### src/rtl/instr_loader.sv
// rtl/instr_loader.sv - byte-stream instruction loader that holds the CPU in reset until imem is filled
// Packs three bytes per 20-bit word, writes consecutive addresses from 0, then releases the CPU.
module instr_loader #(
  parameter int ADDR_W  = 8,
  parameter int INSTR_W = 20
) (
  input  logic               i_clk,
  input  logic               i_reset,
  input  logic               i_start,
  input  logic [ADDR_W:0]    i_word_count,
  input  logic               i_byte_valid,
  input  logic [7:0]         i_byte_data,
  output logic               o_byte_ready,
  output logic               o_imem_we,
  output logic [ADDR_W-1:0]  o_imem_addr,
  output logic [INSTR_W-1:0] o_imem_wdata,
  output logic               o_cpu_reset,
  output logic               o_busy,
  output logic               o_done,
  output logic               o_err
);

  localparam logic [ADDR_W:0] DEPTH = {1'b1, {ADDR_W{1'b0}}};

  typedef enum logic [2:0] {
    S_IDLE,
    S_B0,
    S_B1,
    S_B2,
    S_WRITE,
    S_DONE
  } state_t;

  state_t             r_state;
  state_t             w_next;
  logic [ADDR_W:0]    r_cnt;
  logic [ADDR_W-1:0]  r_addr;
  logic [INSTR_W-1:0] r_wdata;
  logic               r_err;

  logic               w_start_ok;
  logic               w_oversize;
  logic               w_xfer;
  logic               w_last;
  logic [ADDR_W:0]    w_cnt_start;
  logic [ADDR_W:0]    w_addr_inc;

  assign w_start_ok  = i_start && ((r_state == S_IDLE) || (r_state == S_DONE));
  assign w_oversize  = i_word_count > DEPTH;
  assign w_cnt_start = w_oversize ? DEPTH : i_word_count;
  // Compared at ADDR_W+1 bits so a full-depth load terminates when addr wraps to 0
  assign w_addr_inc  = {1'b0, r_addr} + (ADDR_W+1)'(1);
  assign w_last      = (w_addr_inc == r_cnt);
  assign w_xfer      = i_byte_valid && o_byte_ready;

  assign o_imem_addr  = r_addr;
  assign o_imem_wdata = r_wdata;
  assign o_err        = r_err;

  always_ff @(posedge i_clk) begin
    if (i_reset) begin
      r_state <= S_IDLE;
    end else begin
      r_state <= w_next;
    end
  end

  always_comb begin
    w_next       = r_state;
    o_byte_ready = 1'b0;
    o_imem_we    = 1'b0;
    o_cpu_reset  = 1'b1;
    o_busy       = 1'b0;
    o_done       = 1'b0;
    case (r_state)
      S_IDLE: begin
        if (w_start_ok) w_next = (w_cnt_start == '0) ? S_DONE : S_B0;
      end
      S_B0: begin
        o_byte_ready = 1'b1;
        o_busy       = 1'b1;
        if (w_xfer) w_next = S_B1;
      end
      S_B1: begin
        o_byte_ready = 1'b1;
        o_busy       = 1'b1;
        if (w_xfer) w_next = S_B2;
      end
      S_B2: begin
        o_byte_ready = 1'b1;
        o_busy       = 1'b1;
        if (w_xfer) w_next = S_WRITE;
      end
      S_WRITE: begin
        o_imem_we = 1'b1;
        o_busy    = 1'b1;
        w_next    = w_last ? S_DONE : S_B0;
      end
      S_DONE: begin
        o_cpu_reset = 1'b0;
        o_done      = 1'b1;
        if (w_start_ok) w_next = (w_cnt_start == '0) ? S_DONE : S_B0;
      end
      default: w_next = S_IDLE;
    endcase
  end

  always_ff @(posedge i_clk) begin
    if (i_reset) begin
      r_cnt   <= '0;
      r_addr  <= '0;
      r_wdata <= '0;
      r_err   <= 1'b0;
    end else begin
      if (w_start_ok) begin
        r_cnt  <= w_cnt_start;
        r_addr <= '0;
        r_err  <= w_oversize;
      end
      if (w_xfer) begin
        case (r_state)
          S_B0: begin
            r_wdata[19:16] <= i_byte_data[3:0];
            if (|i_byte_data[7:4]) r_err <= 1'b1;
          end
          S_B1:    r_wdata[15:8] <= i_byte_data;
          S_B2:    r_wdata[7:0]  <= i_byte_data;
          default: ;
        endcase
      end
      if (r_state == S_WRITE) r_addr <= w_addr_inc[ADDR_W-1:0];
    end
  end

endmodule
### config.mk
export PLATFORM = sky130hd
export DESIGN_NAME = instr_loader
export DESIGN_NICKNAME = d
export VERILOG_FILES = /design/src/rtl/instr_loader.sv
export SDC_FILE = /design/constraint.sdc
export NUM_CORES = 1
export LEC_CHECK = 0
export ABC_AREA = 1
export CAP_MARGIN = 5
export CORE_AREA = 5 5 77 79
export DETAILED_ROUTE_END_ITERATION = 7
export DIE_AREA = 0 0 82 84
export PLACE_DENSITY = 0.74
export SETUP_SLACK_MARGIN = 0.4
export SYNTH_ARGS = -nofsm -noshare
export SYNTH_HDL_FRONTEND = slang
export SYNTH_SLANG_ARGS = --single-unit
### constraint.sdc
create_clock -name i_clk -period 1.7 [get_ports i_clk]
set_input_delay 0.34 -clock i_clk [delete_from_list [all_inputs] [get_ports i_clk]]
set_output_delay 0.34 -clock i_clk [all_outputs]
set_load 0.02 [all_outputs]
==> run_summary.xml <==
<?xml version="1.0" encoding="UTF-8"?>
<metrics>
  <group name="global_route">
    <metric name="grtUsageTotal" unit="">0.199</metric>
    <metric name="overflow" unit="">0</metric>
    <metric name="grt_pass1_wl" unit="um">10800</metric>
    <metric name="grt_antenna_before_repair" unit="">0</metric>
    <metric name="via_count_of_the_first_global_routing_pass" unit="">2382</metric>
    <metric name="grt_max_degree" unit="">24</metric>
  </group>
  <group name="die">
    <metric name="die_height" unit="um">84</metric>
    <metric name="die_x_extent" unit="um">82</metric>
    <metric name="floorplan.rows" unit="">27</metric>
    <metric name="start_util" unit="">0.377</metric>
    <metric name="core_area" unit="sq mm">0.00527</metric>
    <metric name="dieArea" unit="sq mm">0.00689</metric>
    <metric name="num_io_pins" unit="">55</metric>
  </group>
  <group name="synthesis">
    <metric name="syn_std_cell_area" unit="sq mm">0.00199</metric>
    <metric name="synth.cells.most_frequent" unit="">68 x nand2_1, 41 x dfxtp_1, 34 x nor2_1</metric>
    <metric name="syn-mean-instance-area" unit="sq um">7.05</metric>
    <metric name="synth_top_cells_by_area" unit="">dfxtp_1 41%, nand2_1 13%, a21oi_1 6.8%, nor2_1 6.4%, nand3_1 5.5%</metric>
    <metric name="synth_enable_flop_cells" unit="">0</metric>
    <metric name="synthFlopType" unit="">dfxtp_1</metric>
    <metric name="synth_cells" unit="">282</metric>
    <metric name="netlist.top_cell.by_area" unit="">dfxtp_1</metric>
    <metric name="synth.yosys.warnings" unit="">0</metric>
    <metric name="ys_ff_latch" unit="">41</metric>
    <metric name="seq_area_frac_synth" unit="">0.413</metric>
    <metric name="synthArstFlopShare" unit="">0</metric>
    <metric name="synth.most_common_cell" unit="">nand2_1</metric>
    <metric name="synth_fp_nets" unit="">304</metric>
    <metric name="post_synth_num_cell_types" unit="">33</metric>
    <metric name="netlist.area_leader.share" unit="">0.413</metric>
  </group>
  <group name="flow_run">
    <metric name="maxCapViolations" unit="">0</metric>
  </group>
  <group name="worst_setup_path">
    <metric name="setup.worst_path.end_class" unit="">register</metric>
    <metric name="timing.critical_path.arrival" unit="ns">1.81</metric>
    <metric name="critical_path_class" unit="">register to register</metric>
    <metric name="critPathMaxFanout" unit="">3</metric>
    <metric name="worst-endpoint-required" unit="ns">1.92</metric>
    <metric name="start_kind" unit="">register</metric>
  </group>
  <group name="place">
    <metric name="placed_area" unit="sq mm">0.00280</metric>
    <metric name="preCtsSetupSlack" unit="ns">-0.215</metric>
    <metric name="place.port_buffers" unit="">54</metric>
    <metric name="routabilityCongestion" unit="">0.866</metric>
    <metric name="hpwl" unit="um">4260</metric>
  </group>
  <group name="timing">
    <metric name="finClkSkew" unit="ns">0.00850</metric>
    <metric name="max_freq" unit="MHz">629</metric>
    <metric name="tightestPinTransition" unit="ns">0.444</metric>
    <metric name="maxSlewHeadroom" unit="">0.701</metric>
    <metric name="final_worst_setup_slack" unit="ns">0.109</metric>
    <metric name="finalHoldViolCount" unit="">0</metric>
    <metric name="setup_tns" unit="ns">0</metric>
    <metric name="grt_setup_unrepaired" unit="">yes</metric>
    <metric name="setup_viol_count_final" unit="">0</metric>
    <metric name="fin_crit_sh" unit="">0.936</metric>
    <metric name="maxSlewViolCount" unit="">0</metric>
    <metric name="hold_slack" unit="ns">0.463</metric>
    <metric name="post-route-min-period" unit="ns">1.59</metric>
  </group>
  <group name="clock_tree">
    <metric name="worst_skew_pair.late_latency" unit="ns">0.29</metric>
    <metric name="hold_buffers" unit="">0</metric>
    <metric name="tritoncts_num_sinks" unit="">41</metric>
    <metric name="max-clock-path-buffers" unit="">2</metric>
    <metric name="root_cell_of_the_clock_tree" unit="">clkbuf_8</metric>
    <metric name="htree_levels" unit="">2</metric>
    <metric name="clkTransAtPathRegs" unit="ns">0.08</metric>
    <metric name="cts_tree" unit="">done</metric>
    <metric name="clock_buffer_count_from_cts" unit="">5</metric>
  </group>
  <group name="pwr">
    <metric name="power-per-cell-area" unit="mW/mm^2">1000</metric>
    <metric name="peakVddDrop" unit="mV">0.708</metric>
    <metric name="post-layout-total-power" unit="mW">3.35</metric>
    <metric name="p_leak" unit="nW">1.40</metric>
  </group>
  <group name="layout">
    <metric name="design.final.nets" unit="">403</metric>
    <metric name="fillerInstances" unit="">456</metric>
    <metric name="final_cell_area" unit="sq mm">0.00334</metric>
    <metric name="area_delta_synth_final" unit="%">68.3</metric>
    <metric name="drive_above_1_share" unit="">0.461</metric>
    <metric name="antenna-diode-count" unit="">0</metric>
  </group>
  <group name="route">
    <metric name="via_per_inst" unit="">5.02</metric>
    <metric name="route.detailed.wl_per_inst" unit="um">14.7</metric>
    <metric name="drt-total-wl" unit="um">6680</metric>
    <metric name="detailedRoute.firstIterationViolations" unit="">139</metric>
    <metric name="route.antenna.remaining_nets" unit="">0</metric>
    <metric name="drc" unit="">0</metric>
    <metric name="detailedRoute.firstPassIterationCount" unit="">4</metric>
    <metric name="via_count" unit="">2280</metric>
  </group>
  <group name="worst_hold_path">
    <metric name="worstHoldPathType" unit="">register to register</metric>
  </group>
  <group name="run_status">
    <metric name="result_of_the_run" unit="">complete, no violations</metric>
  </group>
</metrics>
cell families after synthesis:
logic type      after synthesis  synth area share
fa+ha+maj                     1           0.00630
compound gates               52             0.141
simple gates                145             0.339
flops                        41             0.413
buf+inv                      41            0.0844
xor+xnor                      2            0.0157
placed cells by master (no fill, tap or decap), drive strengths merged, types with 2 or more instances in the layout:
master         synthesis  routed
a211oi                 2       2
a21oi                 28      28
buf                    5      56
clkbuf                 1      24
clkdlybuf4s15          0       5
clkdlybuf4s50          0      11
dfxtp                 41      41
dlygate4sd2            0       9
inv                   34      34
nand2                 72      72
nand3                 25      26
nand3b                 3       3
nand4                  2       2
nor2                  37      37
nor3                   3       3
nor4                   3       3
o21ai                 20      20
final timing paths:
kind	slack [ns]	cells after the start	end	startpoint
setup / recovery	0.11	12	r_state[2]$_SDFFE_PP0P_	o_imem_addr[1]$_SDFFE_PP0P_
hold / removal	0.46	2	o_imem_wdata[0]$_SDFFE_PP0P_	o_imem_wdata[0]$_SDFFE_PP0P_
setup reg to reg	0.11	12	r_state[2]$_SDFFE_PP0P_	o_imem_addr[1]$_SDFFE_PP0P_
hold reg to reg	0.46	2	o_imem_wdata[0]$_SDFFE_PP0P_	o_imem_wdata[0]$_SDFFE_PP0P_
per-layer routing:
| layer | share of wire | vias up | global-route usage | wire length, um |
|---|---|---|---|---|
| li1 | - | 1119 | - | - |
| met1 | 0.40 | 1059 | 0.227 | 2660 |
| met2 | 0.51 | 86 | 0.347 | 3410 |
| met3 | 0.067 | 16 | 0.0572 | 448 |
| met4 | 0.024 | 0 | 0.0634 | 162 |
| met5 | 0 | - | 0 | 0 |
final cells by class:
class / instances / area, sq um / share of cell area
multi-input combinational: 201 / 1310 / 0.392
sequential: 41 / 846 / 0.253
timing repair buffer: 98 / 835 / 0.250
inverter: 34 / 145 / 0.0434
tap: 72 / 90.1 / 0.0269
clock buffer: 7 / 86.3 / 0.0258
clock inverter: 1 / 30.0 / 0.00898
where the power goes:
group          switching (mW)  internal (mW)  total (mW)
registers              0.0852           1.06        1.14
clock network           0.348          0.479       0.827
logic                   0.734          0.641        1.37
total                    1.17           2.18        3.35
metrics by stage:
stage	utilization	cells
6_report	0.635	454
5_1_grt	0.635	454
4_1_cts	0.611	447
3_5_place_dp	0.532	423
3_3_place_gp	0.532	423
2_1_floorplan	-	282
sequential cells by signal, summed over array words and instances, names as in the netlist:
signal,count
o_imem_wdata,20
r_cnt,9
o_imem_addr,8
r_state,3
o_err,1
critical path: stages (launching register included):
cell and delay, ns:
dfxtp_4 0.36, ha_4 0.24, inv_1 0.05, nand2_1 0.05, nand2_1 0.08, nand3_2 0.08
nor2_2 0.12, nand3_2 0.08, nor2_2 0.11, nand3_1 0.09, nand2_1 0.08, nand2_1 0.07
a21oi_2 0.11
repair_timing:
| item | 4_1_cts | 5_1_grt |
|---|---|---|
| cloned | 1 | 0 |
| buffers inserted | 15 | 7 |
| pin swaps | 25 | 20 |
| endpoints found under the setup margin | 67 | 68 |
| gates resized for setup | 178 | 73 |
(Power assumes the default switching activity.)
